**config.mk**
```make
export PLATFORM = sky130hd
export DESIGN_NAME = sound_multi_flat
export DESIGN_NICKNAME = d
export VERILOG_FILES = /design/src/rtl/sound_multi_pkg.sv /design/src/rtl/sound_multi_if.sv /design/src/rtl/sound_multi_channel.sv /design/src/rtl/sound_multi.sv /design/src/flat_wrapper.sv
export SDC_FILE = /design/constraint.sdc
export NUM_CORES = 1
export LEC_CHECK = 0
export ABC_AREA = 1
export CAP_MARGIN = 20
export CORE_ASPECT_RATIO = 0.7
export CORE_UTILIZATION = 55
export CTS_CLUSTER_DIAMETER = 60
export DETAILED_ROUTE_END_ITERATION = 8
export GPL_ROUTABILITY_DRIVEN = 0
export MAX_ROUTING_LAYER = met4
export PLACE_DENSITY_LB_ADDON = 0.3
export SLEW_MARGIN = 20
export SYNTH_ARGS = -nofsm -noshare
export SYNTH_HDL_FRONTEND = slang
export SYNTH_SLANG_ARGS = --single-unit
```
**constraint.sdc**
```tcl
create_clock -name clk -period 2.88 [get_ports clk]
set_input_delay 0.576 -clock clk [delete_from_list [all_inputs] [get_ports clk]]
set_output_delay 0.576 -clock clk [all_outputs]
set_load 0.1 [all_outputs]
```
**src/rtl/sound_multi_pkg.sv**
```systemverilog
// Shared definitions for the multi-channel tone generator: mixer modes,
// default tick divider and the channel-select width helper.
package sound_multi_pkg;

    typedef enum logic {
        MIX_OR          = 1'b0,
        MIX_SIGMA_DELTA = 1'b1
    } mix_mode_e;

    localparam int SND_DEFAULT_TICK_DIV = 50000;

    function automatic int sel_width(input int num_channels);
        return (num_channels > 1) ? $clog2(num_channels) : 1;
    endfunction

endpackage

```
**src/rtl/sound_multi_if.sv**
```systemverilog
// Channel-addressed programming port of sound_multi: the CPU side drives a
// channel number, half-period and duration, then strobes latch for one cycle.
interface sound_multi_if #(
    parameter int NUM_CHANNELS = 4,
    parameter int CNT_WIDTH    = 26,
    parameter int DUR_WIDTH    = 16
);
    localparam int CH_W = sound_multi_pkg::sel_width(NUM_CHANNELS);

    logic [CH_W-1:0]      ch_sel;
    logic [CNT_WIDTH-1:0] max_count;
    logic [DUR_WIDTH-1:0] duration;
    logic                 latch;

    modport master (output ch_sel, output max_count, output duration, output latch);
    modport slave  (input  ch_sel, input  max_count, input  duration, input  latch);

endinterface

```
**src/rtl/sound_multi_channel.sv**
```systemverilog
// One square-wave tone channel: half-period counter, phase flip-flop and an
// optional tick-based duration that silences the channel when it runs out.
module sound_channel #(
    parameter int CNT_WIDTH = 26,
    parameter int DUR_WIDTH = 16
) (
    input  logic                 clk,
    input  logic                 n_rst_async,
    input  logic                 load,
    input  logic                 tick,
    input  logic [CNT_WIDTH-1:0] max_count,
    input  logic [DUR_WIDTH-1:0] duration,
    output logic                 phase,
    output logic                 active
);

    logic [CNT_WIDTH-1:0] period;
    logic [CNT_WIDTH-1:0] count;
    logic [DUR_WIDTH-1:0] remaining;

    // A load always wins over a same-cycle tick; remaining==0 means the note never expires.
    always_ff @(posedge clk or negedge n_rst_async) begin
        if (!n_rst_async) begin
            period    <= '0;
            count     <= '0;
            phase     <= 1'b0;
            remaining <= '0;
            active    <= 1'b0;
        end else if (load) begin
            period    <= max_count;
            count     <= '0;
            phase     <= 1'b0;
            remaining <= duration;
            active    <= (max_count != '0);
        end else if (active) begin
            if (tick && remaining == DUR_WIDTH'(1)) begin
                active    <= 1'b0;
                phase     <= 1'b0;
                count     <= '0;
                remaining <= '0;
            end else begin
                if (tick && remaining != '0) begin
                    remaining <= remaining - DUR_WIDTH'(1);
                end
                if (count == period - CNT_WIDTH'(1)) begin
                    count <= '0;
                    phase <= ~phase;
                end else begin
                    count <= count + CNT_WIDTH'(1);
                end
            end
        end else begin
            phase <= 1'b0;
            count <= '0;
        end
    end

endmodule

```
**src/rtl/sound_multi.sv**
```systemverilog
// Multi-channel buzzer driver: shared duration prescaler, channel-select decode,
// NUM_CHANNELS tone channels and a registered OR or sigma-delta mixer.
module sound_multi
    import sound_multi_pkg::*;
#(
    parameter int NUM_CHANNELS = 4,
    parameter int CNT_WIDTH    = 26,
    parameter int DUR_WIDTH    = 16,
    parameter int TICK_DIV     = SND_DEFAULT_TICK_DIV,
    parameter int MIX_MODE     = 0
) (
    input  logic                    clk,
    input  logic                    n_rst_async,
    sound_multi_if.slave            bus,
    output logic [NUM_CHANNELS-1:0] channel_active,
    output logic                    buzzer
);

    localparam int CH_W = sel_width(NUM_CHANNELS);
    localparam int PW   = $clog2(TICK_DIV);
    localparam int SW   = $clog2(NUM_CHANNELS + 1);

    logic [PW-1:0]           prescaler;
    logic                    tick;
    logic [NUM_CHANNELS-1:0] load;
    logic [NUM_CHANNELS-1:0] phase;
    logic [NUM_CHANNELS-1:0] active;

    assign tick = (prescaler == PW'(TICK_DIV - 1));

    // Free-running duration prescaler; programming the channels never disturbs it.
    always_ff @(posedge clk or negedge n_rst_async) begin
        if (!n_rst_async) begin
            prescaler <= '0;
        end else if (tick) begin
            prescaler <= '0;
        end else begin
            prescaler <= prescaler + PW'(1);
        end
    end

    for (genvar i = 0; i < NUM_CHANNELS; i++) begin : g_ch
        assign load[i] = bus.latch && (bus.ch_sel == CH_W'(i));

        sound_channel #(
            .CNT_WIDTH (CNT_WIDTH),
            .DUR_WIDTH (DUR_WIDTH)
        ) u_channel (
            .clk         (clk),
            .n_rst_async (n_rst_async),
            .load        (load[i]),
            .tick        (tick),
            .max_count   (bus.max_count),
            .duration    (bus.duration),
            .phase       (phase[i]),
            .active      (active[i])
        );
    end

    assign channel_active = active;

    if (MIX_MODE == int'(MIX_SIGMA_DELTA)) begin : g_mix_sd
        localparam logic [SW:0] CH_COUNT = (SW + 1)'(NUM_CHANNELS);

        logic [SW-1:0] acc;
        logic [SW-1:0] phase_sum;
        logic [SW:0]   acc_next;

        always_comb begin
            phase_sum = '0;
            for (int j = 0; j < NUM_CHANNELS; j++) begin
                phase_sum = phase_sum + SW'(phase[j]);
            end
            acc_next = {1'b0, acc} + {1'b0, phase_sum};
        end

        // Accumulator stays below NUM_CHANNELS, so buzzer density tracks phase_sum/NUM_CHANNELS.
        always_ff @(posedge clk or negedge n_rst_async) begin
            if (!n_rst_async) begin
                acc    <= '0;
                buzzer <= 1'b0;
            end else if (acc_next >= CH_COUNT) begin
                acc    <= SW'(acc_next - CH_COUNT);
                buzzer <= 1'b1;
            end else begin
                acc    <= SW'(acc_next);
                buzzer <= 1'b0;
            end
        end
    end else begin : g_mix_or
        always_ff @(posedge clk or negedge n_rst_async) begin
            if (!n_rst_async) begin
                buzzer <= 1'b0;
            end else begin
                buzzer <= |phase;
            end
        end
    end

endmodule

```
**src/flat_wrapper.sv**
```systemverilog
// flat-port wrapper written by rule: the top's interface ports become plain ports
module sound_multi_flat import sound_multi_pkg::*;
#(
    parameter int NUM_CHANNELS = 4,
    parameter int CNT_WIDTH    = 26,
    parameter int DUR_WIDTH    = 16,
    parameter int TICK_DIV     = SND_DEFAULT_TICK_DIV,
    parameter int MIX_MODE     = 0
)
  (clk, n_rst_async, channel_active, buzzer, bus_ch_sel, bus_max_count, bus_duration, bus_latch);
  sound_multi_if #(.NUM_CHANNELS(NUM_CHANNELS), .CNT_WIDTH(CNT_WIDTH), .DUR_WIDTH(DUR_WIDTH)) bus_i ();
  input  logic clk;
  input  logic n_rst_async;
  output logic [NUM_CHANNELS-1:0] channel_active;
  output logic buzzer;
  input wire logic [$bits(bus_i.ch_sel)-1:0] bus_ch_sel;
  input wire logic [$bits(bus_i.max_count)-1:0] bus_max_count;
  input wire logic [$bits(bus_i.duration)-1:0] bus_duration;
  input wire logic [$bits(bus_i.latch)-1:0] bus_latch;
  assign bus_i.ch_sel = bus_ch_sel;
  assign bus_i.max_count = bus_max_count;
  assign bus_i.duration = bus_duration;
  assign bus_i.latch = bus_latch;
  sound_multi #(.NUM_CHANNELS(NUM_CHANNELS), .CNT_WIDTH(CNT_WIDTH), .DUR_WIDTH(DUR_WIDTH), .TICK_DIV(TICK_DIV), .MIX_MODE(MIX_MODE)) u_core (.clk(clk), .n_rst_async(n_rst_async), .bus(bus_i), .channel_active(channel_active), .buzzer(buzzer));
endmodule
```
# == After elaboration in Yosys (flattened, before gate mapping) ==
# Cells that the tools add are included.
# classes
eq_ne,16
n_bitwise,4
reduce_logical,31
addsub,13
mux,61
# op_table
operator,n
2-to-1 mux 26 bit,16
2-to-1 mux 16 bit,17
"adder 26 x 1 -> 26 bit, second input constant",4
equality test 26 bit,4
"subtractor 26 x 1 -> 26 bit, second input constant",4
"equality test 16 x 1 -> 1 bit, second input constant",4
nonzero test 16 bit,4
"subtractor 16 x 1 -> 16 bit, second input constant",4
2-to-1 mux 1 bit,28
nonzero test 26 bit,1
"adder 16 x 1 -> 16 bit, second input constant",1
"equality test 16 bit, second input constant",1
"inequality test 4 x 2 -> 1 bit, second input constant",4
logical AND 1 bit,12
nonzero test 3 bit,4
AND reduction 2 bit,4
nonzero test 2 bit,4
"equality test 2 bit, second input constant",2
inverter 1 bit,4
OR reduction 4 bit,1
"equality test 2 x 1 -> 1 bit, second input constant",1
logical NOT 2 bit,1
# totals
reg_bits,297
word_cells,147
output_inout_bits,5
in_bits,47

# == Depth between registers and ports, before layout ==
# Gate-level depths: netlist of run 1.
# depth
word_depth,6
ltp_mapped,16
mapped_depth_nobuf,16

# == Modules after synthesis ==
# Synthesis of run 1 repeated with hierarchy kept, for this count alone.
# unflattened
hier_cells,2792
hier_area_um2,19530.0
# modules_own_cells
module,n_inst,seq_area_each_um2,cells_each,area_each_um2
sound_channel (u_core.g_ch[2].u_channel ...),2,1751.7,664,4692.0
sound_channel (u_core.g_ch[0].u_channel ...),2,1751.7,666,4600.7
sound_multi,1,425.4,132,944.7

# == Least setup slack after synthesis of run 1 ==
# Ideal clock, no wire load.
# synth_timing
path_kind,register -> register
startpoint,reg u_core.g_ch[1].u_channel.period[0]
endpoint,reg u_core.g_ch[1].u_channel.count[12]
t_arrival_ns,1.874
setup_slack_ns,0.885
path_stages_with_launch,13
path_buffers,1
required_time_ns,2.759
synth_period_minus_slack_ns,1.995
setup_ns,0.121
path_cell_list,dfrtp_1 -> inv_1 -> ha_1 -> nand3_4 -> nor2_1 -> nand3b_1 -> nand2_1 -> nand2_1 -> nor3_1 -> nand3_2 -> nand2_4 -> buf_6 -> nor2_1
# synth_between
elab_chain_cells,6
# synth_rtl
item,line,rtl
"start, declared",sound_multi_channel.sv:17,logic [CNT_WIDTH-1:0] period;
"start signal, assigned",sound_multi_channel.sv:30,period <= max_count;
subtractor 26 x 1 -> 26 bit,sound_multi_channel.sv:45,if (count == period - CNT_WIDTH'(1)) begin
equality test 26 bit,sound_multi_channel.sv:45,
2-to-1 mux 26 bit,sound_multi_channel.sv:45,
2-to-1 mux 26 bit,sound_multi_channel.sv:36,if (tick && remaining == DUR_WIDTH'(1)) begin
2-to-1 mux 26 bit,sound_multi_channel.sv:35,end else if (active) begin
2-to-1 mux 26 bit,sound_multi_channel.sv:29,end else if (load) begin
"end signal, assigned",sound_multi_channel.sv:49,count <= count + CNT_WIDTH'(1);
"end, declared",sound_multi_channel.sv:18,logic [CNT_WIDTH-1:0] count;
# Every way passes these cells.
# A chain may end at the register's enable or synchronous reset.

# == Worst setup path after layout of run 1 ==
# layout_timing
startpoint,reg u_core.g_ch[3].u_channel.remaining[9]
endpoint,reg u_core.g_ch[3].u_channel.count[25]
# layout_between
elab_chain_cells,5
# layout_rtl
item,line,rtl
"start, declared",sound_multi_channel.sv:19,logic [DUR_WIDTH-1:0] remaining;
"start signal, assigned",sound_multi_channel.sv:33,remaining <= duration;
"start signal, assigned",sound_multi_channel.sv:43,remaining <= remaining - DUR_WIDTH'(1);
equality test 16 x 1 -> 1 bit,sound_multi_channel.sv:36,
logical AND 1 bit,sound_multi_channel.sv:36,
2-to-1 mux 26 bit,sound_multi_channel.sv:36,
2-to-1 mux 26 bit,sound_multi_channel.sv:35,
2-to-1 mux 26 bit,sound_multi_channel.sv:29,
"end signal, assigned",sound_multi_channel.sv:49,
"end, declared",sound_multi_channel.sv:18,
# Every way passes these cells.

==> results of run 1 <==
## worst paths after layout
check	start	end	depth (start not counted)
setup / recovery	u_core.g_ch[3].u_channel.remaining[9]$_DFFE_PN0P_	u_core.g_ch[3].u_channel.count[25]$_DFF_PN0_	8
hold / removal	n_rst_async	u_core.prescaler[6]$_DFF_PN0_	1
setup reg to reg	u_core.g_ch[3].u_channel.remaining[9]$_DFFE_PN0P_	u_core.g_ch[3].u_channel.count[25]$_DFF_PN0_	8
hold reg to reg	u_core.prescaler[0]$_DFF_PN0_	u_core.prescaler[0]$_DFF_PN0_	1
max in group asynchronous	n_rst_async	u_core.g_ch[3].u_channel.remaining[13]$_DFFE_PN0P_	2
min in group clk	u_core.prescaler[0]$_DFF_PN0_	u_core.prescaler[0]$_DFF_PN0_	1
## cells by family (layout without fill, tap and decap cells)
logic type / after synthesis / in the layout / share of synthesized area [%]
AO/OA/AOI/OAI: 235 / 235 / 6.75
XOR/XNOR: 211 / 211 / 9.65
adder cells (fa/ha/maj): 17 / 17 / 1.11
buffers and inverters: 341 / 435 / 7.37
flip-flops: 297 / 297 / 38.8
AND/OR/NAND/NOR: 1580 / 1580 / 36.3
## critical path: stages (launching register included)
cell and delay, ns:
dfrtp_1 0.42, nor2_1 0.18, nand3_1 0.13, nor4_1 0.37
nand2_1 0.15, o21ai_2 0.55, nor2_1 0.23, nand2_4 0.34
nor2_1 0.09
## cells in the final DEF (no fill, tap or decap), drive strengths merged
master	instances
ha	17
nor3b	1
inv	287
clkinv	6
o211ai	14
clkbuf	45
or4	1
and2	2
a21oi	24
nand4	60
xnor2	83
nand3	199
bufinv	3
nor2	475
xor2	128
nand3b	22
dfrtp	297
clkinvlp	2
or2	11
nand2	745
o31ai	1
a21o	2
nor4	14
and3	1
buf	47
o22ai	13
nor3	49
clkdlybuf4s50	45
o311ai	1
a31o	1
o21ai	169
o221ai	6
o21bai	4
## cells in the mapped netlist (all sizes together) (2+ instances only)
cell type	n	area share (%)
nand2	745	15
nor2	475	11
dfrtp	297	39
inv	280	5.5
nand3	199	5.4
o21ai	169	4.5
xor2	128	5.9
xnor2	83	3.8
nand4	60	2.0
nor3	49	1.5
buf	30	1.3
clkbuf	30	0.59
a21oi	24	0.63
nand3b	22	0.86
ha	17	1.1
nor4	14	0.46
o211ai	14	0.55
o22ai	13	0.42
or2	11	0.36
o221ai	6	0.27
o21bai	4	0.16
a21o	2	0.078
and2	2	0.065
## state kept, by name (all words and copies together) (netlist names)
name                             cells
u_core.buzzer                        1
u_core.prescaler                    16
u_core.g_ch.u_channel.count        104
u_core.g_ch.u_channel.period       104
u_core.g_ch.u_channel.remaining     64
u_core.g_ch.u_channel.active         4
u_core.g_ch.u_channel.phase          4
## per-stage QoR
step	std cells	utilization [%]
final	3239	63.3
after floorplan	2681	-
after detailed placement	3177	59.8
after global routing	3239	63.3
after CTS	3239	63.3
after global placement	3177	59.8
## power by group through the flow
stage	sequential, mW	combinational [mW]	clock (mW)
floorplan	5.29	2.58	0
global placement	5.45	3.21	0
detailed placement	5.47	3.33	0
CTS	5.41	3.35	4.72
global route	5.50	3.85	4.90
finish	5.45	3.39	4.66
## metal layers
metal	wire [um]	up-vias	global-route usage, %
li1	-	8688	-
met1	24700	8379	45.6
met2	20800	727	41.8
met3	4960	106	5.81
met4	1600	0	9.72
met5	0	-	-
## layout make-up
class,count,share of cell area [%]
multi-input cells,2043,48.1
repair buffers,92,4.01
inverters,281,4.91
clock inverters,17,0.938
well taps,464,2.70
flip-flops and latches,297,34.6
clock buffers,45,4.69
==> run summary, run 1 <==
Fin. Hold Viols = 0
clk slew on worst S/H paths = 0.06 ns
max cap viols = 0
TNS Setup = 0 ns
ys flop type = dfrtp_1
Critical Path Start Type = flop
area of the multi-input gates = 10300 um^2
cts repair resizes = 0
Crit Path Max Fanout = 25
DP Area = 20300 um^2
clock root buffer = clkbuf_16
Max-slew headroom = 54.5%
total nets after synthesis = 2745
clock latency at the later pin of the worst-skew pair = 0.54 ns
CTS Buffer Depth = 3
crit share post-route = 89.9%
Switch Pwr = 4.76 mW
reg2reg setup slack = 0.29 ns
maximum VDD drop = 0.368 mV
skew final = 0.0157 ns
Gate power share = 25.1%
Antenna diodes = 0
Critical Path AT = 3.00 ns
die height = 158 um
largest net degree at the start of global routing = 80
final slew viol count = 0
maximum clock rate = 386 MHz
P_leak = 9.93 nW
Hold Path Class = in -> async
Die X = 225 um
area added between synthesis and finish = 12.1%
Final ANT Viol Nets = 0
CTS tree = built
syn_area_per_cell = 7.15 um^2
pre-CTS setup slack = 0.108 ns
sequential share of the synthesized area = 38.8%
Post-synth EDFFs = 0
DRT Wirelength = 52100 um
H-tree depth = 2
die area = 35600 um^2
IO Pins = 52
global-route usage over all layers = 30.7%
setup ws final = 0.290 ns
Mapped Cells = 2681
hold buffer count at CTS = 0
Initial Util = 56.5%
YS warnings = 0
sw frac = 35.3%
drt via density = 5.53
overall power = 13.5 mW
row count = 56
core region area = 33900 um^2
vias in the first global route = 16.1k
share of cells above drive strength 1 = 8.29%
Final #Nets = 2814
Register Area = 7430 um^2
CP required = 3.29 ns
Internal = 8.73 mW
# fillers = 2917
Port Buffers = 51
CTS sink cnt = 297
GR Overflow Total = 0
library cells used by synthesis = 47
Post CTS Setup Buffer Count = 0
final setup vio count = 0
final hold slack = 0.0219 ns
pwr/cell area = 629 nW/um^2
final period demand of the worst path = 2.59 ns
CP endpoint kind = flop
Initial DRC Count = 1811
WS Path Type = reg -> reg
sequential power share = 40.3%
Pre-antenna DRT Iters = 6
Least-Margin Pin Slew = 0.676 ns
Clk pwr share = 34.5%
Post-Syn Area = 19200 um^2
initial antenna violation count = 0
final instance area = 21500 um^2
via count = 17.9k
first-pass GRT wire length = 83900 um
DRC = 0
Synth Register Bits = 297
CTS buffer count = 35
status = finished clean
Synth async-reset ratio = 100%
RSZ-0062 raised after global routing = false
routed len/inst = 16.1 um
DP HPWL = 39000 um
Power figures use the tool's default switching activity.
==> inputs of run 2 (changes only) <==
--- a/config.mk
+++ b/config.mk
@@ -6,12 +6,12 @@
 export NUM_CORES = 1
 export LEC_CHECK = 0
 export ABC_AREA = 1
-export CAP_MARGIN = 20
 export CORE_ASPECT_RATIO = 0.7
 export CORE_UTILIZATION = 55
 export CTS_CLUSTER_DIAMETER = 60
 export DETAILED_ROUTE_END_ITERATION = 8
 export GPL_ROUTABILITY_DRIVEN = 0
+export GPL_TIMING_DRIVEN = 0
 export MAX_ROUTING_LAYER = met4
 export PLACE_DENSITY_LB_ADDON = 0.3
 export SLEW_MARGIN = 20
==> run summary, run 2 (same netlist as run 1, synthesis figures left out) <==
status = finished clean
final instance area = 21400 um^2 (-0.17%)
final hold slack = 0.519 ns (+0.497 ns)
global-route usage over all layers = 31.9% (+1.2 points)
DP HPWL = 40500 um (+3.7%)
Initial DRC Count = 1771 (-2.2%)
DP Area = 20300 um^2 (+0.35%)
clock latency at the later pin of the worst-skew pair = 0.58 ns (+0.04 ns)
Gate power share = 26.3% (+1.2 points)
CTS buffer count = 30 (-14%)
row count = 56 (unchanged)
Critical Path Slowest Stage Cell = clkdlybuf4s50_1
final slew viol count = 0 (unchanged)
Port Buffers = 51 (unchanged)
Reg-to-Reg End = u_core.g_ch[3].u_channel.count[7]$_DFF_PN0_
Critical R2R Launch = u_core.g_ch[3].u_channel.remaining[8]$_DFFE_PN0P_
Pre-antenna DRT Iters = 6 (unchanged)
pre-CTS setup slack = -0.262 ns (-0.370 ns)
Hold Path Class = in -> async
Fin. Hold Viols = 0 (unchanged)
first-pass GRT wire length = 87500 um (+4.2%)
IO Pins = 52 (unchanged)
clock root buffer = clkbuf_16
CP required = 2.30 ns (-0.99 ns)
CP Buf/Inv Count = 2 (+2)
maximum VDD drop = 0.557 mV (+51%)
DRC = 0 (unchanged)
CTS sink cnt = 297 (unchanged)
Internal = 8.58 mW (-1.7%)
core region area = 33900 um^2 (unchanged)
die height = 158 um (unchanged)
routed len/inst = 16.5 um (+2.4%)
Initial Util = 56.5% (unchanged)
Crit Path Max Fanout = 3 (-88%)
RSZ-0062 raised after global routing = false
DRT Wirelength = 53700 um (+3.0%)
largest net degree at the start of global routing = 98 (+23%)
sw frac = 35.1% (-0.16 points)
Critical Path AT = 2.24 ns (-0.76 ns)
cts repair resizes = 0 (unchanged)
H-tree depth = 1 (-1)
Final ANT Viol Nets = 0 (unchanged)
WS Path Type = reg -> out
Post-Route Utilization = 63.2% (-0.11 points)
setup ws final = 0.0675 ns (-0.222 ns)
Die X = 225 um (unchanged)
largest delay contributor family on the critical path = buffers and inverters
clk slew on worst S/H paths = 0.07 ns (about the same)
CTS Buffer Depth = 3 (unchanged)
final setup vio count = 0 (unchanged)
die area = 35600 um^2 (unchanged)
sequence of cells on the critical path = buf_4 -> clkdlybuf4s50_1
reg2reg setup slack = 0.34 ns (+0.05 ns)
Least-Margin Pin Slew = 1.02 ns (+0.342 ns)
area added between synthesis and finish = 11.9%
initial antenna violation count = 1 (+1)
Final #Nets = 2832 (+0.64%)
GR Overflow Total = 0 (unchanged)
drt via density = 5.58 (+0.90%)
most frequent cells in the layout = 727 x nand2_1, 401 x nor2_1, 297 x dfrtp_1
final period demand of the worst path = 2.81 ns (+0.222 ns)
CTS tree = built
crit share post-route = 97.7% (+7.7 points)
CP endpoint kind = primary output
sequential power share = 41.0% (+0.7 points)
Clk pwr share = 32.7% (-1.8 points)
skew final = 0.0114 ns (-0.00423 ns)
pwr/cell area = 617 nW/um^2 (-1.8%)
share of cells above drive strength 1 = 7.42% (-0.87 points)
max cap viols = 0 (unchanged)
Max-slew headroom = 31.9% (-23 points)
maximum clock rate = 356 MHz (-7.9%)
P_leak = 9.86 nW (-0.65%)
vias in the first global route = 16.8k (+4.7%)
top flop regs = u_core.g_ch.u_channel.count x104, u_core.g_ch.u_channel.period x104, u_core.g_ch.u_channel.remaining x64
Switch Pwr = 4.65 mW (-2.4%)
FF-to-FF path depth = 9 (+1)
Critical Path Max Stage Delay = 1.12 ns (+0.57 ns)
Critical Path Start Type = flop
via count = 18.2k (+1.5%)
most common cell after layout, fill and taps aside = nand2_1
## run 2: changes by cell type in the layout (fill, tap and decap cells not counted), sizes merged, moves of 2 or more
cell	delta
clkbuf	+23
buf	-13
inv	-6
clkdlybuf4s50	+5
bufinv	+3
clkinvlp	+3
diode	+2
## run 2: worst max-delay path by stage
stage	to	startpoint	slack [ns]	cells after the start
finish	channel_active[0]	u_core.g_ch[0].u_channel.active$_DFF_PN0_	0.07	2
global placement	u_core.g_ch[3].u_channel.count[16]$_DFF_PN0_	n_rst_async	-11.66	1
detailed placement	u_core.g_ch[3].u_channel.remaining[12]$_DFFE_PN0P_	bus_ch_sel[1]	-0.26	10
global route	channel_active[0]	u_core.g_ch[0].u_channel.active$_DFF_PN0_	0.04	2
floorplan	u_core.g_ch[1].u_channel.count[12]$_DFF_PN0_	u_core.g_ch[1].u_channel.period[0]$_DFFE_PN0P_	0.89	12
CTS	channel_active[0]	u_core.g_ch[0].u_channel.active$_DFF_PN0_	0.05	2
## run 2: timing repair
action / 4_1_cts / 5_1_grt
hold buffers: 1 / 0
endpoints found under the hold margin: 51 / 0
buffers inserted: 0 / 0
## run 2: per-stage QoR
| stage | total power, mW | TNS, ns | instances |
|---|---|---|---|
| 2_1_floorplan | 7.87 | 0 | 2681 |
| 3_3_place_gp | 8.72 | -3454.34 | 3196 |
| 3_5_place_dp | 8.87 | -6.04 | 3199 |
| 4_1_cts | 13.2 | 0 | 3255 |
| 5_1_grt | 13.9 | 0 | 3256 |
| 6_report | 13.2 | 0 | 3257 |
## run 2: area by class of cell
| class | count | area (um^2) |
|---|---|---|
| antenna | 2 | 5.00 |
| buffer | 60 | 358 |
| clock buffer | 38 | 832 |
| clock inverter | 17 | 251 |
| fill | 2998 | 12500 |
| inverter | 281 | 1050 |
| multi-input combinational | 2043 | 10300 |
| sequential | 297 | 7430 |
| tap | 464 | 581 |
| timing repair buffer | 55 | 608 |
## run 2: worst reg2reg max path, delay by kind of cell (launching register included)
| family | cells | cell delay [ns] |
|---|---|---|
| simple gates | 7 | 1.51 |
| flops | 1 | 0.42 |
| buf+inv | 1 | 0.17 |
| compound gates | 1 | 0.34 |
## run 2: power by group through the flow
stage               clock network [mW]  logic (mW)  registers, mW
finish                            4.32        3.48           5.43
global route                      4.51        3.92           5.50
CTS                               4.37        3.44           5.39
detailed placement                   0        3.42           5.45
global placement                     0        3.27           5.44
floorplan                            0        2.58           5.29
## run 2: per-layer routing
layer  GRT usage (%)  vias to the layer above  part of all wire (%)
li1                -                     8717                     -
met1            46.1                     8532                    46
met2            46.3                      816                    41
met3            4.77                       97                   9.6
met4            9.10                        0                   3.0
met5               -                        -                     0
==> edit: new RTL, flow settings as in run 2 <==
Set the package constant `SND_DEFAULT_TICK_DIV` to 100000 (it was 50000).
--- a/src/rtl/sound_multi_pkg.sv
+++ b/src/rtl/sound_multi_pkg.sv
@@ -7,7 +7,7 @@
         MIX_SIGMA_DELTA = 1'b1
     } mix_mode_e;
 
-    localparam int SND_DEFAULT_TICK_DIV = 50000;
+    localparam int SND_DEFAULT_TICK_DIV = 100000;
 
     function automatic int sel_width(input int num_channels);
         return (num_channels > 1) ? $clog2(num_channels) : 1;
Behaviour: no difference found for any inputs over 4 cycles, from zero or initial values and one cycle with n_rst_async low; that may be too few to reach the edited logic, so the function may still have changed.
==> edit against run 2 <==
Clock skew grew 0.0034 ns. Worst setup slack got worse by 0.027 ns. Critical path type unchanged. Synthesized cell count decreased by 0.86%. Via count is 0.34% higher. Register-to-register slack lost 0.19 ns. Critical path depth did not move. Cell count down 0.55%. Die area down 0.85%. Core utilization up 0.15 points. Sequential cell count up 1. Total power up 1.6%. Largest power group unchanged. Routed wire length rose by 1.5%. Largest cell class unchanged. Cell area shrank 0.17%. Synthesized area shrank 0.86%.
==> edit: results <==
synthesis:
  synth_fa_ha_area_frac: 0.0112
  post_synth_mux_area_share: 0.000593
  ys_seq_area_frac: 0.393
  synth_compound_area_frac: 0.0711
  ys_types: 45
  synth_commonest_cells: "nand2_1 (728), nor2_1 (415), inv_1 (299), dfrtp_1 (298), o21ai_0 (161)"
  ys_top_cells_by_area: "dfrtp_1 (39%), nand2_1 (14%), nor2_1 (8.2%), xor2_1 (6.3%), inv_1 (5.9%)"
drt:
  first_pass_iters: 7
  wl_met2_mm: 22.5
  drt-vias-per-instance: 5.63
  drtIter0Drc: 1789
  wl_met1_mm: 24.5
  wire_per_inst_um: 16.8
  wl_met3_mm: 5.78
cells_and_area:
  fin_nets: 2815
  n_all_buffers: 117
  syn2layout_area_growth_pct: 12.7
  clk_share: 0.0550
  fill_cells: 2975
  buffer_area_frac: 0.0451
  nClkBuffers: 45
  design.seq.count: 298
placed_design:
  pre_cts_ws_ns: -0.153
  place_inst: 3176
  post_dp_cell_area_sq_um: 20200
critical_path:
  worstPathArrival_ns: 2.26
  cp_max_fo: 4
global_routing:
  grt_pass1_vias: 16821
  grt_pass1_wl_mm: 88.5
  grtUsageTotal: 0.328
  use_met1: 0.467
  grt_use_met3: 0.0674
clocking:
  cts_inserted_buffers: 34
  clkLatencyLatePin_ns: 0.54
timing:
  tightest_slew_ns: 1.03
  hold_ws_ns: 0.483
floorplan:
  die_w_um: 224
run_status:
  status: "finished clean"
edit: worst max-delay path, stage by stage (launching register included):
cell and delay (ns):
dfrtp_1 0.45, buf_4 0.15, clkdlybuf4s50_1 1.12
edit: how the worst max path moves through the flow:
stage | from | slack [ns] | endpoint | cells after the start
2_1_floorplan | u_core.g_ch[1].u_channel.period[0] | 0.85 | u_core.g_ch[1].u_channel.count[14] | 15
3_3_place_gp | n_rst_async | -11.61 | u_core.g_ch[0].u_channel.count[6] | 1
4_1_cts | u_core.g_ch[0].u_channel.active | 0.04 | channel_active[0] | 2
3_5_place_dp | bus_ch_sel[1] | -0.15 | u_core.g_ch[2].u_channel.count[22] | 9
5_1_grt | u_core.g_ch[0].u_channel.active | 0.008 | channel_active[0] | 2
6_report | u_core.g_ch[0].u_channel.active | 0.04 | channel_active[0] | 2
edit: power breakdown:
group	switching (mW)	leakage, nW	internal (mW)
logic	2.16	5.67	1.26
registers	0.685	3.87	4.72
clock network	1.79	0.576	2.83
total	4.63	10.1	8.82
